--- src/rtl/dcache_mshr_file.sv ---
// Miss-status holding register file for the data cache: tracks outstanding line misses,
// issues them to memory in order and frees them on refill. Load merging: DCACHE_MSHR_MERGE_EN.
module dcache_mshr_file #(
  parameter int NUM_MSHR    = 4,
  parameter int ADDR_WIDTH  = 56,
  parameter int LINE_OFFSET = 4,
  parameter int ID_WIDTH    = 2
) (
  input  logic                        clk_i,
  input  logic                        rst_ni,
  input  logic                        alloc_valid_i,
  output logic                        alloc_ready_o,
  input  logic [ADDR_WIDTH-1:0]       alloc_addr_i,
  input  logic                        alloc_we_i,
  input  logic [ID_WIDTH-1:0]         alloc_id_i,
  output logic [$clog2(NUM_MSHR)-1:0] alloc_idx_o,
  output logic                        alloc_merge_o,
  input  logic [ADDR_WIDTH-1:0]       lookup_addr_i,
  output logic                        lookup_hit_o,
  output logic                        mem_req_valid_o,
  input  logic                        mem_req_ready_i,
  output logic [ADDR_WIDTH-1:0]       mem_req_addr_o,
  output logic [ID_WIDTH-1:0]         mem_req_id_o,
  output logic [$clog2(NUM_MSHR)-1:0] mem_req_idx_o,
  input  logic                        refill_valid_i,
  input  logic [$clog2(NUM_MSHR)-1:0] refill_idx_i,
  output logic [1:0]                  refill_merge_cnt_o,
  output logic                        full_o,
  output logic [$clog2(NUM_MSHR):0]   count_o,
  output logic                        err_o
);

  localparam int IDX_W  = $clog2(NUM_MSHR);
  localparam int LINE_W = ADDR_WIDTH - LINE_OFFSET;

  localparam logic [1:0] ST_FREE = 2'd0;
  localparam logic [1:0] ST_WAIT = 2'd1;
  localparam logic [1:0] ST_PEND = 2'd2;

`ifdef DCACHE_MSHR_MERGE_EN
  localparam bit MERGE_EN = 1'b1;
`else
  localparam bit MERGE_EN = 1'b0;
`endif

  logic [1:0]          state_q [NUM_MSHR];
  logic [1:0]          cnt_q   [NUM_MSHR];
  logic [LINE_W-1:0]   line_q  [NUM_MSHR];
  logic [ID_WIDTH-1:0] id_q    [NUM_MSHR];
  logic [NUM_MSHR-1:0] we_q;
  logic                err_q;
  logic                hold_q;
  logic [IDX_W-1:0]    hold_idx_q;

  logic [LINE_W-1:0]   alloc_line, lookup_line;
  logic [NUM_MSHR-1:0] free_vec, wait_vec, pend_vec, match_vec, lookup_vec, merge_vec;
  logic [IDX_W-1:0]    free_idx, wait_idx, merge_idx, sel_idx;
  logic [IDX_W:0]      count_n;
  logic                merge_hit, alloc_fire, alloc_new, issue_fire, refill_ok;

  assign alloc_line  = alloc_addr_i[ADDR_WIDTH-1:LINE_OFFSET];
  assign lookup_line = lookup_addr_i[ADDR_WIDTH-1:LINE_OFFSET];

  // Byte-offset bits never take part in line matching.
  logic unused_offset_bits;
  assign unused_offset_bits = ^{alloc_addr_i[LINE_OFFSET-1:0], lookup_addr_i[LINE_OFFSET-1:0]};

  // NOTE: every always_comb output gets a default first so no latch is inferred.
  always_comb begin
    free_vec   = '0;
    wait_vec   = '0;
    pend_vec   = '0;
    match_vec  = '0;
    lookup_vec = '0;
    merge_vec  = '0;
    for (int i = 0; i < NUM_MSHR; i++) begin
      free_vec[i]   = (state_q[i] == ST_FREE);
      wait_vec[i]   = (state_q[i] == ST_WAIT);
      pend_vec[i]   = (state_q[i] == ST_PEND);
      match_vec[i]  = !free_vec[i] && (line_q[i] == alloc_line);
      lookup_vec[i] = !free_vec[i] && (line_q[i] == lookup_line);
      // An entry being freed this cycle cannot absorb a merge: the merge would be lost.
      merge_vec[i]  = MERGE_EN && match_vec[i] && !alloc_we_i && !we_q[i] &&
                      (cnt_q[i] != 2'd3) &&
                      !(refill_valid_i && (refill_idx_i == IDX_W'(i)));
    end
  end

  // Descending scan so the lowest index wins.
  always_comb begin
    free_idx  = '0;
    wait_idx  = '0;
    merge_idx = '0;
    count_n   = '0;
    for (int i = NUM_MSHR - 1; i >= 0; i--) begin
      if (free_vec[i])  free_idx  = IDX_W'(i);
      if (wait_vec[i])  wait_idx  = IDX_W'(i);
      if (merge_vec[i]) merge_idx = IDX_W'(i);
    end
    for (int i = 0; i < NUM_MSHR; i++) begin
      if (!free_vec[i]) count_n = count_n + (IDX_W+1)'(1);
    end
  end

  assign merge_hit     = |merge_vec;
  assign alloc_ready_o = merge_hit || ((|free_vec) && !(|match_vec));
  assign alloc_fire    = alloc_valid_i && alloc_ready_o;
  assign alloc_new     = alloc_fire && !merge_hit;
  assign alloc_idx_o   = merge_hit ? merge_idx : free_idx;
  assign alloc_merge_o = alloc_valid_i && merge_hit;
  assign lookup_hit_o  = |lookup_vec;

  // A request already on the bus stays selected until it is accepted.
  assign sel_idx         = hold_q ? hold_idx_q : wait_idx;
  assign mem_req_valid_o = |wait_vec;
  assign mem_req_idx_o   = sel_idx;
  assign mem_req_addr_o  = {line_q[sel_idx], {LINE_OFFSET{1'b0}}};
  assign mem_req_id_o    = id_q[sel_idx];
  assign issue_fire      = mem_req_valid_o && mem_req_ready_i;

  assign refill_ok          = refill_valid_i && pend_vec[refill_idx_i];
  assign refill_merge_cnt_o = (MERGE_EN && refill_valid_i) ? cnt_q[refill_idx_i] : 2'd0;

  assign count_o = count_n;
  assign full_o  = (count_n == (IDX_W+1)'(NUM_MSHR));
  assign err_o   = err_q;

  // Alloc, issue and refill act on entries in different states, so they never collide.
  // NOTE: sequential state uses non-blocking assignments only.
  always_ff @(posedge clk_i or negedge rst_ni) begin
    if (!rst_ni) begin
      for (int i = 0; i < NUM_MSHR; i++) begin
        state_q[i] <= ST_FREE;
        cnt_q[i]   <= 2'd0;
      end
      err_q      <= 1'b0;
      hold_q     <= 1'b0;
      hold_idx_q <= '0;
    end else begin
      for (int i = 0; i < NUM_MSHR; i++) begin
        if (alloc_new && (free_idx == IDX_W'(i))) begin
          state_q[i] <= ST_WAIT;
          cnt_q[i]   <= 2'd0;
        end
        if (alloc_fire && merge_hit && (merge_idx == IDX_W'(i))) cnt_q[i] <= cnt_q[i] + 2'd1;
        if (issue_fire && (sel_idx == IDX_W'(i))) state_q[i] <= ST_PEND;
        if (refill_ok && (refill_idx_i == IDX_W'(i))) state_q[i] <= ST_FREE;
      end
      if (refill_valid_i && !pend_vec[refill_idx_i]) err_q <= 1'b1;
      hold_q     <= mem_req_valid_o && !mem_req_ready_i;
      hold_idx_q <= sel_idx;
    end
  end

  // NOTE: payload storage is not reset; it is only observed while its entry is non-FREE.
  always_ff @(posedge clk_i) begin
    if (alloc_new) begin
      line_q[free_idx] <= alloc_line;
      id_q[free_idx]   <= alloc_id_i;
      we_q[free_idx]   <= alloc_we_i;
    end
  end

endmodule

--- config.mk ---
export PLATFORM = sky130hd
export DESIGN_NAME = dcache_mshr_file
export DESIGN_NICKNAME = d
export VERILOG_FILES = /design/src/rtl/dcache_mshr_file.sv
export SDC_FILE = /design/constraint.sdc
export NUM_CORES = 1
export LEC_CHECK = 0
export BUFFER_PORTS_ARGS = -buffer_cell sky130_fd_sc_hd__buf_2
export CAP_MARGIN = 20
export CORE_UTILIZATION = 55
export CTS_CLUSTER_SIZE = 14
export DETAILED_ROUTE_END_ITERATION = 8
export PLACE_DENSITY = 0.77
export SYNTH_ARGS = -nofsm -noshare
export SYNTH_HDL_FRONTEND = slang
export SYNTH_SLANG_ARGS = --single-unit
--- constraint.sdc ---
create_clock -name clk_i -period 12 [get_ports clk_i]
set_clock_uncertainty 0.1 [all_clocks]
set_input_delay 2.4 -clock clk_i [delete_from_list [all_inputs] [get_ports clk_i]]
set_output_delay 2.4 -clock clk_i [all_outputs]
set_load 0.01 [all_outputs]
==> flow_metrics.tcl <==
set metrics [dict create \
    status "finished, final reports clean" \
    finalHoldViolCount 0 \
    slew_headroom 0.256 \
    nets 1449 \
    die_w_microns 162 \
    critPathKind "in -> out" \
    grt-ovfl-total 0 \
    pin_count 195 \
    tightest_slew_ps 1110 \
    coreArea_sq_um 25200 \
    cts_root_buf "clkbuf_16" \
    postRouteAntennaNets 0 \
    final-setup-viol-count 0 \
    rsz0062_at_grt "false" \
    drc 0 \
    power.density_cell_area_nw_per_um2 246 \
    place_congestion 1.09 \
    die_y_microns 162 \
    ys_async_sr_fraction 0.0526 \
    min_period_ps 7820 \
    cts_resized 0 \
    rows 58 \
    fillers 1888 \
    antenna_found_initial 2 \
    vdd_drop_max_v 0.000427 \
    firstDrtPassIters 7 \
    stdcell_area_sq_um 16200 \
    synth-seq-cells 228 \
    cts_setup_buffers 0 \
    crit_arrival_ps 5320 \
    fin_tns_setup_ps 0 \
    worstPathMaxFanout 4 \
    grt_util_all_layers 0.487 \
    drtIter0Drc 2183 \
    netlist_instances 1159 \
    wl_met1_mm 22.7 \
    cts_max_level 1 \
    start_util 0.562 \
    dr_wl_met3_mm 8.97 \
    ctsHoldBuffers 0 \
    wire_per_inst_microns 38.2 \
    cts_inserted_buffers 24 \
    clk_latency_ps 530 \
    hpwl_mm 50.1 \
    numClockSinks 228 \
    synth_flop_cell "edfxtp_1" \
    clockBufferDepth 3 \
    leakage_uw 0.00581 \
    synth-seq-area-share 0.479 \
    synth_warnings 0 \
    worst_setup_path_start_kind "primary input" \
    crit_required_ps 9500 \
    fmax_mhz 128 \
    grt_pass1_wl_mm 86.8 \
    crit_path_end_kind "primary output" \
    maxUsedRoutingLayer "met4" \
    final_common_cell "xor2_1" \
    postSynthAreaPerCell_sq_um 12.2 \
    clk_pin_slew_worst_paths_ps 70 \
    ys_types 63 \
    grt_max_degree 55 \
    tritoncts "built" \
    routed_wl_mm 63.8 \
    drv_cap 0 \
    syn_area_sq_um 14200 \
    placed_cell_area_sq_um 15300 \
    period_share 0.652 \
    synthToLayoutAreaGrowth_pct 14.2 \
    drv_slew 0 \
    dr_total_vias 12000 \
    drive_gt1_frac 0.217 \
    dieArea_sq_um 26400 \
    final_cell_mix "248 x xor2_1, 216 x edfxtp_1, 179 x buf_2" \
    grt_pass1_vias 11500 \
    io_buffers 178 \
    synth-edff-count 216 \
    viasPerCell 7.17 \
    wl_met2_mm 27.9 \
    min_path_type "reg -> reg" \
]
per-layer routing:
| metal | track usage | vias up |
|---|---|---|
| met5 | 0 | - |
| met4 | 0.259 | 0 |
| met3 | 0.162 | 247 |
| met2 | 0.736 | 1151 |
| met1 | 0.619 | 5883 |
| li1 | - | 4709 |
area by class of cell:
type	instances	area, sq um	area share
tap	330	413	0.0255
timing repair buffer	186	948	0.0587
inverter	73	277	0.0171
sequential	228	6790	0.420
clock buffer	28	637	0.0394
multi-input combinational	810	6870	0.425
clock inverter	15	226	0.0140
antenna	2	5.00	0.000310
kinds of logic (layout without fill, tap and decap cells):
kind of cell	after synthesis	in the layout	synth area share
flops	228	228	0.479
fa+ha+maj	4	4	0.00354
compound gates	118	118	0.0606
simple gates	280	280	0.117
buf+inv	127	302	0.0384
mux	55	55	0.0867
xor+xnor	346	346	0.214
other cells	1	9	0.000265
worst max-delay path: stages:
cell	delay, ps
buf_2	160
xor2_1	190
nor4_1	960
nand4_1	400
nor4_1	620
nand3_1	210
nand4_1	200
buf_2	170
worst paths after layout:
path	start	to	slack, ps	cells after the start
max in group asynchronous	rst_ni	hold_idx_q[1]	9940	1
min in group asynchronous	rst_ni	state_q[4]	1640	1
hold reg to reg	err_o	err_o	360	1
setup / recovery	lookup_addr_i[36]	lookup_hit_o	4180	8
hold / removal	err_o	err_o	360	1
setup reg to reg	line_q[0][27]	line_q[0][8]	7290	8
power by group:
part | switching [uW] | internal [uW] | total, uW
registers | 212 | 1080 | 1300
clock network | 321 | 507 | 828
logic | 1130 | 717 | 1840
registers in the layout, summed over array words and instances (netlist names):
| signal | count |
|---|---|
| state_q | 8 |
| hold_q | 1 |
| line_q | 208 |
| hold_idx_q | 2 |
| id_q | 8 |
| err_o | 1 |
synth_stat cells (13+ instances only):
cell / instances / area [sq um]
nand2b_1: 16 / 100
nor2_1: 19 / 71.3
xnor2_1: 98 / 858
o22ai_1: 23 / 144
nor3_1: 13 / 65.1
edfxtp_1: 216 / 6490
nand4_1: 55 / 344
nor2b_1: 20 / 125
a21oi_1: 16 / 80.1
inv_1: 72 / 270
clkbuf_1: 29 / 109
o21ai_0: 13 / 65.1
nor4_1: 95 / 594
nand2_1: 23 / 86.3
xor2_1: 248 / 2170
mux4_2: 54 / 1220
per-stage QoR:
step	setup WS (ps)	instances	power [uW]	utilization	hold WS (ps)
floorplan	4100	1165	2330	-	386
global placement	4260	1626	3040	0.607	333
detailed placement	4290	1626	3070	0.607	355
CTS	4290	1669	3910	0.642	370
global route	4190	1670	4050	0.642	386
finish	4180	1672	3970	0.642	364
(Power assumes the default switching activity.)
